===== config.mk =====
export PLATFORM = sky130hd
export DESIGN_NAME = agm_burst
export DESIGN_NICKNAME = d
export VERILOG_FILES = /design/src/rtl/agm_burst.sv
export SDC_FILE = /design/constraint.sdc
export NUM_CORES = 1
export LEC_CHECK = 0
export CAP_MARGIN = 20
export CELL_PAD_IN_SITES_DETAIL_PLACEMENT = 2
export CELL_PAD_IN_SITES_GLOBAL_PLACEMENT = 2
export CORE_ASPECT_RATIO = 1.1
export CORE_UTILIZATION = 33
export DETAILED_ROUTE_END_ITERATION = 10
export PLACE_DENSITY_LB_ADDON = 0.1
export SLEW_MARGIN = 10
export SYNTH_ARGS = -nofsm -noshare
export SYNTH_HDL_FRONTEND = slang
export SYNTH_SLANG_ARGS = --single-unit

===== constraint.sdc =====
create_clock -name CLK -period 5.8 [get_ports CLK]
set_input_delay 0.58 -clock CLK [delete_from_list [all_inputs] [get_ports CLK]]
set_output_delay 0.58 -clock CLK [all_outputs]
set_load 0.01 [all_outputs]

===== src/rtl/agm_burst.sv =====
// agm_burst -- single-transaction burst address generator.
//
// One start/done transaction moves a buffer through three phases:
//   FILL  : strided reads are issued to external memory, one per cycle
//           unless fill_stall holds them off.
//   FLUSH : one cycle that carries the final port A write.
//   DRAIN : the row buffer is read back through the narrower port B,
//           one read per cycle that drain_ready is high.
// Returned memory data is written to BRAM port A one cycle after each
// issue (fixed 1-cycle memory latency), at the index of that issue.
//
// Ports:
//   CLK, rst          clock, synchronous active-high reset
//   start             transaction request, only looked at while idle
//   cfg_mem_base      first external address
//   cfg_mem_stride    external address increment per word
//   cfg_len           words to transfer (clamped to the usable depth)
//   fill_stall        external memory not ready this cycle
//   drain_ready       consumer takes a row-buffer read this cycle
//   mem_rd_en         external read issued (combinational)
//   mem_address       external read address (registered)
//   we_a, ADDR_A      BRAM port A write enable / address (registered)
//   re_b              BRAM port B read enable (combinational)
//   ADDR_B            BRAM port B address (registered)
//   busy              high whenever a transaction is in progress
//   done              one-cycle completion pulse
//
// Build option: define AGM_PINGPONG_EN to split the BRAM into two banks
// selected by the address MSB. A bank bit flips after every completed
// transaction and the length clamp halves to one bank.

module agm_burst #(
   parameter int MEM_AW        = 12,
   parameter int BRAM_AW       = 10,
   parameter int RD_RATIO_LOG2 = 2,
   parameter int LEN_W         = BRAM_AW + 1
) (
   input  logic                             CLK,
   input  logic                             rst,
   input  logic                             start,
   input  logic [MEM_AW-1:0]                cfg_mem_base,
   input  logic [MEM_AW-1:0]                cfg_mem_stride,
   input  logic [LEN_W-1:0]                 cfg_len,
   input  logic                             fill_stall,
   input  logic                             drain_ready,
   output logic                             mem_rd_en,
   output logic [MEM_AW-1:0]                mem_address,
   output logic                             we_a,
   output logic [BRAM_AW-1:0]               ADDR_A,
   output logic                             re_b,
   output logic [BRAM_AW-RD_RATIO_LOG2-1:0] ADDR_B,
   output logic                             busy,
   output logic                             done
);

   // Port B address width and the width of a length/count value that can
   // hold the full depth 2^BRAM_AW.
   localparam int BW = BRAM_AW - RD_RATIO_LOG2;
   localparam int CW = BRAM_AW + 1;

`ifdef AGM_PINGPONG_EN
   // Index bits within one bank; the MSB of each address is the bank bit.
   localparam int IW = BRAM_AW - 1;
   localparam int RW = BW - 1;
`else
   localparam int IW = BRAM_AW;
   localparam int RW = BW;
`endif

   localparam logic [CW-1:0] MAX_LEN  = CW'(1) << IW;
   localparam logic [CW-1:0] RATIO_M1 = CW'((1 << RD_RATIO_LOG2) - 1);

   typedef enum logic [2:0] {
      S_IDLE,
      S_FILL,
      S_FLUSH,
      S_DRAIN,
      S_DONE
   } state_t;

   state_t            state_reg, state_next;
   logic [MEM_AW-1:0] mem_addr_reg;
   logic [MEM_AW-1:0] stride_reg;
   logic [IW-1:0]     idx_reg;        // index of the next issue
   logic [IW-1:0]     len_last_reg;   // L-1
   logic              we_a_reg;
   logic [IW-1:0]     addr_a_reg;
   logic [RW-1:0]     rd_idx_reg;
   logic [RW-1:0]     rd_last_reg;    // R-1
   logic [CW-1:0]     len_clamp;
   logic [CW-1:0]     rd_cnt;
   logic              accept;

   // Effective length and the port B read count ceil(L / 2^RD_RATIO_LOG2).
   // The sum cannot overflow CW bits because L never exceeds 2^IW.
   always_comb begin
      len_clamp = (cfg_len > LEN_W'(MAX_LEN)) ? MAX_LEN : CW'(cfg_len);
      rd_cnt    = (len_clamp + RATIO_M1) >> RD_RATIO_LOG2;
   end

   assign accept = (state_reg == S_IDLE) && start;

   // State register
   always_ff @(posedge CLK) begin
      if (rst) begin
         state_reg <= S_IDLE;
      end else begin
         state_reg <= state_next;
      end
   end

   // Next-state and strobe decode
   always_comb begin
      state_next = state_reg;
      mem_rd_en  = 1'b0;
      re_b       = 1'b0;
      busy       = 1'b1;
      done       = 1'b0;
      case (state_reg)
         S_IDLE: begin
            busy = 1'b0;
            if (start) begin
               state_next = (len_clamp == '0) ? S_DONE : S_FILL;
            end
         end
         S_FILL: begin
            mem_rd_en = !fill_stall;
            if (!fill_stall && (idx_reg == len_last_reg)) begin
               state_next = S_FLUSH;
            end
         end
         S_FLUSH: begin
            state_next = S_DRAIN;
         end
         S_DRAIN: begin
            re_b = drain_ready;
            if (drain_ready && (rd_idx_reg == rd_last_reg)) begin
               state_next = S_DONE;
            end
         end
         S_DONE: begin
            done       = 1'b1;
            state_next = S_IDLE;
         end
         default: begin
            state_next = S_IDLE;
         end
      endcase
   end

   // Datapath: address generation and the one-cycle write pipeline
   always_ff @(posedge CLK) begin
      if (rst) begin
         mem_addr_reg <= '0;
         stride_reg   <= '0;
         idx_reg      <= '0;
         len_last_reg <= '0;
         we_a_reg     <= 1'b0;
         addr_a_reg   <= '0;
         rd_idx_reg   <= '0;
         rd_last_reg  <= '0;
      end else begin
         // Data returns one cycle after the issue, so the write strobe and
         // its address are simply the issue strobe and index delayed.
         we_a_reg <= mem_rd_en;
         if (accept) begin
            mem_addr_reg <= cfg_mem_base;
            stride_reg   <= cfg_mem_stride;
            idx_reg      <= '0;
            // Only meaningful when L > 0; an empty transaction skips FILL.
            len_last_reg <= IW'(len_clamp - 1'b1);
            rd_last_reg  <= RW'(rd_cnt - 1'b1);
         end
         if (mem_rd_en) begin
            mem_addr_reg <= mem_addr_reg + stride_reg;
            idx_reg      <= idx_reg + 1'b1;
            addr_a_reg   <= idx_reg;
         end
         if (state_reg == S_FLUSH) begin
            rd_idx_reg <= '0;
         end
         if (re_b) begin
            rd_idx_reg <= rd_idx_reg + 1'b1;
         end
      end
   end

   assign mem_address = mem_addr_reg;
   assign we_a        = we_a_reg;

`ifdef AGM_PINGPONG_EN
   // Bank of the transaction in progress; flips as each one completes.
   logic bank_reg;

   always_ff @(posedge CLK) begin
      if (rst) begin
         bank_reg <= 1'b0;
      end else if (state_reg == S_DONE) begin
         bank_reg <= ~bank_reg;
      end
   end

   assign ADDR_A = {bank_reg, addr_a_reg};
   assign ADDR_B = {bank_reg, rd_idx_reg};
`else
   assign ADDR_A = addr_a_reg;
   assign ADDR_B = rd_idx_reg;
`endif

endmodule


Yosys cells after proc, flatten, opt, wreduce, memory -nomap -nowiden --
Cells that the tools add are included.
Storage, ports and cells: flip-flop bits (word level) 74, bits of input ports 40, logic and storage cells 50
Cells by class: add/sub/neg operators 6, magnitude comparators 1, equality and inequality tests 9, multiplexer cells 16, reduce and logical (&&, ||, !) cells 9
Operator list (count):
- two-way mux 12 bit | 2
- two-way mux 10 bit | 2
- two-way mux 8 bit | 2
- adder 12 bit | 1
- two-way mux 3 bit | 4
- case mux 3 bit (4 select lines) | 1
- greater-than comparator 11 bit, second input constant | 1
- zero test 11 bit | 1
- two-way mux 11 bit | 1
- adder 10 x 1 -> 10 bit, second input constant | 1
- adder 10 x 2 -> 10 bit, second input constant | 1
- == test 10 bit | 1
- subtractor 10 x 1 -> 10 bit, second input constant | 1
- adder 8 x 1 -> 8 bit, second input constant | 1
- == test 8 bit | 1
- subtractor 8 x 1 -> 8 bit, second input constant | 1
- == test 3 x 2 -> 1 bit, second input constant | 2
- inequality test 2 bit, second input constant | 3
- two-way mux 1 bit | 4
- nonzero test 2 bit | 2
- == test 3 x 1 -> 1 bit, second input constant | 1
- == test 3 bit, second input constant | 1
- logical AND 1 bit | 3
- zero test 3 bit | 1
- other kinds (2) | 2

Longest topological paths before layout --
Gate-level depths: netlist of the first run.
depth after elaboration 6, mapped depth 10, gate-level depth less buffers 9

Least setup slack after synthesis of the first run --
OpenSTA, ideal clock, no wires.
path type input -> register, start point input port cfg_len[10], end point register rd_last_reg[5], setup time 0.069 ns, arrival 2.449 ns, path slack 3.282 ns, stages on the path 8, buffers on the path 0, cells stage by stage clkinv_1 nand2_1 ha_1 or4_1 a31oi_1 o21ai_0 a311o_1 o21ai_1
Between the ends: longest elaborated chain between the ends 4
RTL lines:
- start, declared | RTL line 43 | input logic [LEN_W-1:0] cfg_len,
- greater-than comparator 11 bit | RTL line 97 | len_clamp = (cfg_len > LEN_W'(MAX_LEN)) ? MAX_LEN : CW'(cfg_len);
- two-way mux 11 bit | RTL line 97
- adder 10 x 2 -> 10 bit | RTL line 98 | rd_cnt = (len_clamp + RATIO_M1) >> RD_RATIO_LOG2;
- subtractor 8 x 1 -> 8 bit | RTL line 172 | rd_last_reg <= RW'(rd_cnt - 1'b1);
- end signal, assigned | RTL line 172
- end, declared | RTL line 89 | logic [RW-1:0] rd_last_reg;
Every way passes these cells. A chain may end at the register's enable or synchronous reset.

Worst setup path after layout of the first run --
Ends and elaborated chain as after synthesis.

==> results.cfg, run 1 <==
[hold_path]
hold_path_class = reg -> reg
hold_path_end = ADDR_A[3]
holdCritStartpoint = ADDR_A[3]
min_path_cells = 2

[detailed_routing]
viasPerCell = 5.494
dr.pass1.iters = 7
drc = 6
ant_nets = 0
vias = 4181
wl_per_cell_um = 17.70
wl_um = 13470
drt_iter0_markers = 159

[yosys]
syn_avg_cell_area_um2 = 7.960
syn_area_mm2 = 0.004314
synth_top_area_cell = dfxtp_1
yosys_warnings = 0
synth-async-reset-ratio_pct = 0
synth_area_leaders = dfxtp_1 (34%), nand2_1 (7.0%), a21oi_1 (6.3%)
synth-seq-cells = 73
synth-edff-count = 0
syn_inst = 542
synth_cell_types = 66
synth-seq-area-share_pct = 33.87
synth_ff_type = dfxtp_1
synth_nets = 598
synth_top_area_share_pct = 33.87

[global_routing]
first_global_vias = 4428
grt_overflow = 0
antenna_found_initial = 0
grt_max_degree = 76
grt_first_pass_wirelength_um = 22660
track_usage_pct = 20.92

[timing]
post-route-min-period_ns = 3.657
finalSetupViolations = 0
worst_slack_ns = 2.143
post-route-period-util_pct = 63.06
slew_viol_final = 0
worst_pin_slew_ns = 0.9162
max-slew-margin-rel_pct = 38.70
hold_viol = 0
max_freq_mhz = 273.4
finClkSkew_ns = 0.01038
rsz0062_at_grt = false
fin_tns_setup_ns = 0

[clocking]
cts-hold-fix-buffers = 0
htreeDepth = 3
cts_resized = 0
insertion_delay_ns = 0.34
clkSlewWorstSetupHoldPaths_ns = 0.06
postCtsSetupRepairBufs = 0
cts.sinks = 73
cts_tree = yes
clock_path_buffers = 2
cts_buffers = 9
clock_tree.root_cell = clkbuf_16

[final_layout]
antenna_cells = 0
drive_gt1_share_pct = 5.464
fillerInstances = 1469
fin_nets = 655
area_growth_pct = 24.30
stdcell_count = 761

[floorplanning]
start_util_pct = 33.98
coreArea_mm2 = 0.01270
num_rows = 43
die_height_um = 121.9
fp.dieW_um = 111.0
ioPinCount = 75
dieArea_mm2 = 0.01353

[place]
portBuffers = 74
dpl_worst_slack_ns = 1.823
dp_hpwl_um = 9736
dp_cells = 745
gp_congestion = 0.8529

[worst_setup_path]
r2r-end = idx_reg[8]
rr_worst_depth = 8
cp_data_arrival_time_ns = 3.93
startpoint_type = input port
r2r_start = state_reg[0]
critPathSlowestCell = clkdlybuf4s50_1
max_stage_delay_ns = 0.88
worst_ep_required_time_ns = 6.07
r2r_setup_slack_ns = 2.77
worstSetupEndpointType = flip-flop
path_cells = clkdlybuf4s50_1, clkinv_1, nand2_1, ha_1, a22oi_1, a31oi_1, o21ai_0, a311o_1, o21ai_1
cp_max_fo = 17
crit_type = in -> reg

[power_and_ir_drop]
p_leak_uw = 0.001874
p_total_uw = 1493
ir_drop_v = 0.0001188
pwr_density_cell_mw_per_mm2 = 278.3

[run]
maxCapViolCount = 0

[status]
violations = DRC
status = finished, violations left
## where the power goes
| group | total [uW] | internal, uW | switching, uW | leakage (uW) |
|---|---|---|---|---|
| logic | 351 | 153 | 198 | 0.00114 |
| clock network | 560 | 334 | 226 | 0.000135 |
| registers | 582 | 541 | 41.0 | 0.000596 |
## final cells by class
cell class / count / area (um^2) / area share (%)
multi-input combinational: 425 / 2599 / 48.46
timing repair buffer: 78 / 765.7 / 14.28
clock inverter: 6 / 66.31 / 1.237
clock buffer: 10 / 229.0 / 4.270
inverter: 12 / 45.04 / 0.8399
tap: 157 / 196.4 / 3.663
sequential: 73 / 1461 / 27.25
## worst max path at each step
stage	end	start	slack, ns	cells past startpoint
after global routing	rd_last_reg[5]	cfg_len[10]	1.77	9
after floorplan	rd_last_reg[5]	cfg_len[10]	3.28	8
after detailed placement	rd_last_reg[5]	cfg_len[10]	1.82	9
after global placement	rd_last_reg[7]	cfg_len[10]	2.04	9
final	rd_last_reg[5]	cfg_len[10]	2.14	9
after CTS	rd_last_reg[5]	cfg_len[10]	2.17	9
## placed cells by master (no fill, tap or decap), drive strengths merged, types with 4 or more instances in the layout
cell type       n
clkbuf         10
nand2          82
nor2b           5
inv            12
a21oi          54
clkdlybuf4s50  73
xor2            8
mux2            4
dfxtp          73
nand4           7
o31ai           4
o21ai          24
o22ai           4
nor3           15
a311oi          7
a21o            4
nor2           51
a31oi           5
nand3b          6
nor4            7
xnor2          28
ha             15
o211ai          4
or4             7
nand3          12
buf             5
o21a            9
nand2b          4
a211oi          9
or3             7
a22oi          13
## Yosys cell counts (all sizes together), types with 2 or more instances
cell type,number
nor2,51
or2,2
clkbuf,22
and3,3
a21oi,54
nand2b,4
o32ai,2
xnor2,28
a21o,4
nor3,15
a211oi,9
a31oi,5
o21ai,24
nand3,12
a311oi,7
buf,10
dfxtp,73
nand3b,6
a41oi,2
o22ai,4
nor2b,5
ha,15
o311ai,2
nor4b,2
nand4,7
nor3b,3
a22oi,13
or3,7
mux2,4
xor2,8
o21a,9
or4,7
nor4,7
o211ai,4
inv,11
o31ai,4
nand2,82
## critical path, delay by kind of cell
| kind | cells | cell delay, ns |
|---|---|---|
| and+or+nand+nor | 1 | 0.22 |
| adders and majority gates | 1 | 0.47 |
| AOI/OAI and AO/OA | 5 | 1.33 |
| buffers and inverters | 2 | 1.33 |
## metal layers
metal  wire [um]  global-route usage (%)
met5           0                       0
met4         116                   5.152
met3         262                   3.284
met2        6654                   37.22
met1        6437                   26.55
## cell families (layout without fill, tap and decap cells)
| group | after synthesis | count (layout) | synth area share, % |
|---|---|---|---|
| AO/OA/AOI/OAI | 150 | 150 | 22.27 |
| XOR/XNOR | 36 | 36 | 7.309 |
| AND/OR/NAND/NOR | 218 | 218 | 24.36 |
| flip-flops | 73 | 73 | 33.87 |
| buffers and inverters | 44 | 106 | 6.090 |
| multiplexers | 5 | 5 | 1.276 |
| adder cells (fa/ha/maj) | 16 | 16 | 4.814 |
## metrics by stage
stage                     instance area, um^2  hold WS [ns]  util, %
after floorplan                          4314        0.4400        -
after global placement                   5067        0.4424    39.91
after detailed placement                 5067        0.4564    39.91
after CTS                                5363        0.4648    42.23
after global routing                     5363        0.4801    42.23
final                                    5363        0.4594    42.23
No activity file was read; power rests on OpenSTA's default activity.
==> inputs of run 2 (changes only) <==
CORE_UTILIZATION = 31   (was 33)
clock period = 3.4 ns   (was 5.8 ns; I/O delays follow)
==> results.cfg, run 2 (synthesis results as in run 1) <==
[detailed_routing]
drt_iter0_markers = 163
wl_um = 13510
dr.pass1.iters = 4
viasPerCell = 5.321
wl_per_cell_um = 17.01
ant_nets = 0
vias = 4225
drc = 0

[clocking]
clkSlewWorstSetupHoldPaths_ns = 0.06
cts.sinks = 73
postCtsSetupRepairBufs = 0
clock_path_buffers = 2
htreeDepth = 3
cts-hold-fix-buffers = 0
cts_resized = 0
clock_tree.root_cell = clkbuf_16
insertion_delay_ns = 0.34
cts_buffers = 9
cts_tree = yes

[floorplanning]
coreArea_mm2 = 0.01338
fp.dieW_um = 114.5
ioPinCount = 75
num_rows = 44
dieArea_mm2 = 0.01439
die_height_um = 125.7
start_util_pct = 32.25

[worst_setup_path]
rr_worst_depth = 8
crit_type = in -> reg
worstSetupEndpointType = flip-flop
cp_max_fo = 8
critPathSlowestCell = clkdlybuf4s50_1
path_cells = clkdlybuf4s50_1, nand2_1, ha_1, or4_1, a31oi_1, o21ai_0, a311o_1, o21ai_1
startpoint_type = input port
max_stage_delay_ns = 0.60
r2r_setup_slack_ns = 0.97
worst_ep_required_time_ns = 3.67
cp_data_arrival_time_ns = 3.05

[timing]
slew_viol_final = 0
fin_tns_setup_ns = 0
finClkSkew_ns = 0.004569
max_freq_mhz = 359.8
worst_pin_slew_ns = 0.8331
rsz0062_at_grt = false
worst_slack_ns = 0.6205
post-route-period-util_pct = 81.75
post-route-min-period_ns = 2.779
finalSetupViolations = 0
hold_viol = 0
max-slew-margin-rel_pct = 44.46

[place]
dp_cells = 778
portBuffers = 74
dpl_cell_area_mm2 = 0.005146
dp_hpwl_um = 9842
dpl_worst_slack_ns = 0.2680
gp_congestion = 0.7708

[power_and_ir_drop]
p_total_uw = 2627
pwr_density_cell_mw_per_mm2 = 480.6
p_leak_uw = 0.001920
ir_drop_v = 0.0002096

[final_layout]
area_growth_pct = 26.68
stdcell_count = 794
antenna_cells = 0
layout_common_cells = nand2_1 (81), dfxtp_1 (73), clkdlybuf4s50_1 (73)
post-route-cell-area_mm2 = 0.005465
fin_nets = 661
layout_commonest_cell = nand2_1
drive_gt1_share_pct = 6.557

[global_routing]
grt_overflow = 0
grt_first_pass_wirelength_um = 22920
track_usage_pct = 20.07
grt_max_degree = 75
antenna_found_initial = 0
first_global_vias = 4493

[run]
maxCapViolCount = 0

[hold_path]
hold_path_class = reg -> reg
min_path_cells = 2

[status]
status = complete, no violations
## run 2: cell types whose count changed in the layout (fill, tap and decap cells not counted), sizes merged
| cell | previous run | this run |
|---|---|---|
| bufinv | 1 | 2 |
| clkinvlp | 3 | 2 |
| buf | 5 | 11 |
| clkbuf | 10 | 9 |
| clkinv | 2 | 3 |
## run 2: worst paths after layout
path | start | endpoint
min reg2reg | ADDR_A[9] | ADDR_A[9]
max reg2reg | state_reg[0] | idx_reg[8]
max | cfg_len[0] | rd_last_reg[5]
min | ADDR_A[9] | ADDR_A[9]
## run 2: final cells by class
cell class / instances / area [um^2]
fill: 1547 / 7913
timing repair buffer: 84 / 810.8
sequential: 73 / 1461
clock inverter: 7 / 93.84
tap: 184 / 230.2
multi-input combinational: 425 / 2599
clock buffer: 9 / 225.2
inverter: 12 / 45.04
## run 2: routing by layer
| metal | share of wire [%] | wire length [um] | vias to the layer above | GRT usage (%) |
|---|---|---|---|---|
| met5 | 0 | 0 | - | 0 |
| met4 | 1.2 | 160 | 0 | 5.959 |
| met3 | 2.5 | 340 | 13 | 2.406 |
| met2 | 47 | 6409 | 66 | 34.05 |
| met1 | 49 | 6595 | 2073 | 26.52 |
| li1 | - | - | 2073 | - |
## run 2: stage by stage
stage	utilization (%)	hold slack (ns)
floorplan	-	0.4400
global placement	38.47	0.4467
detailed placement	38.47	0.4506
CTS	40.85	0.4588
global route	40.85	0.4833
finish	40.85	0.4569
## run 2: where the power goes
part	internal, uW	switching [uW]
clock	642	389
combinational	267	337
sequential	923	68.6
total	1830	794
## run 2: worst max-delay path: cells and delay by family
family                   cells  cell delay [ns]
AO/OA/AOI/OAI                4             1.10
AND/OR/NAND/NOR              2             0.74
buffers and inverters        1             0.60
adder cells (fa/ha/maj)      1             0.27
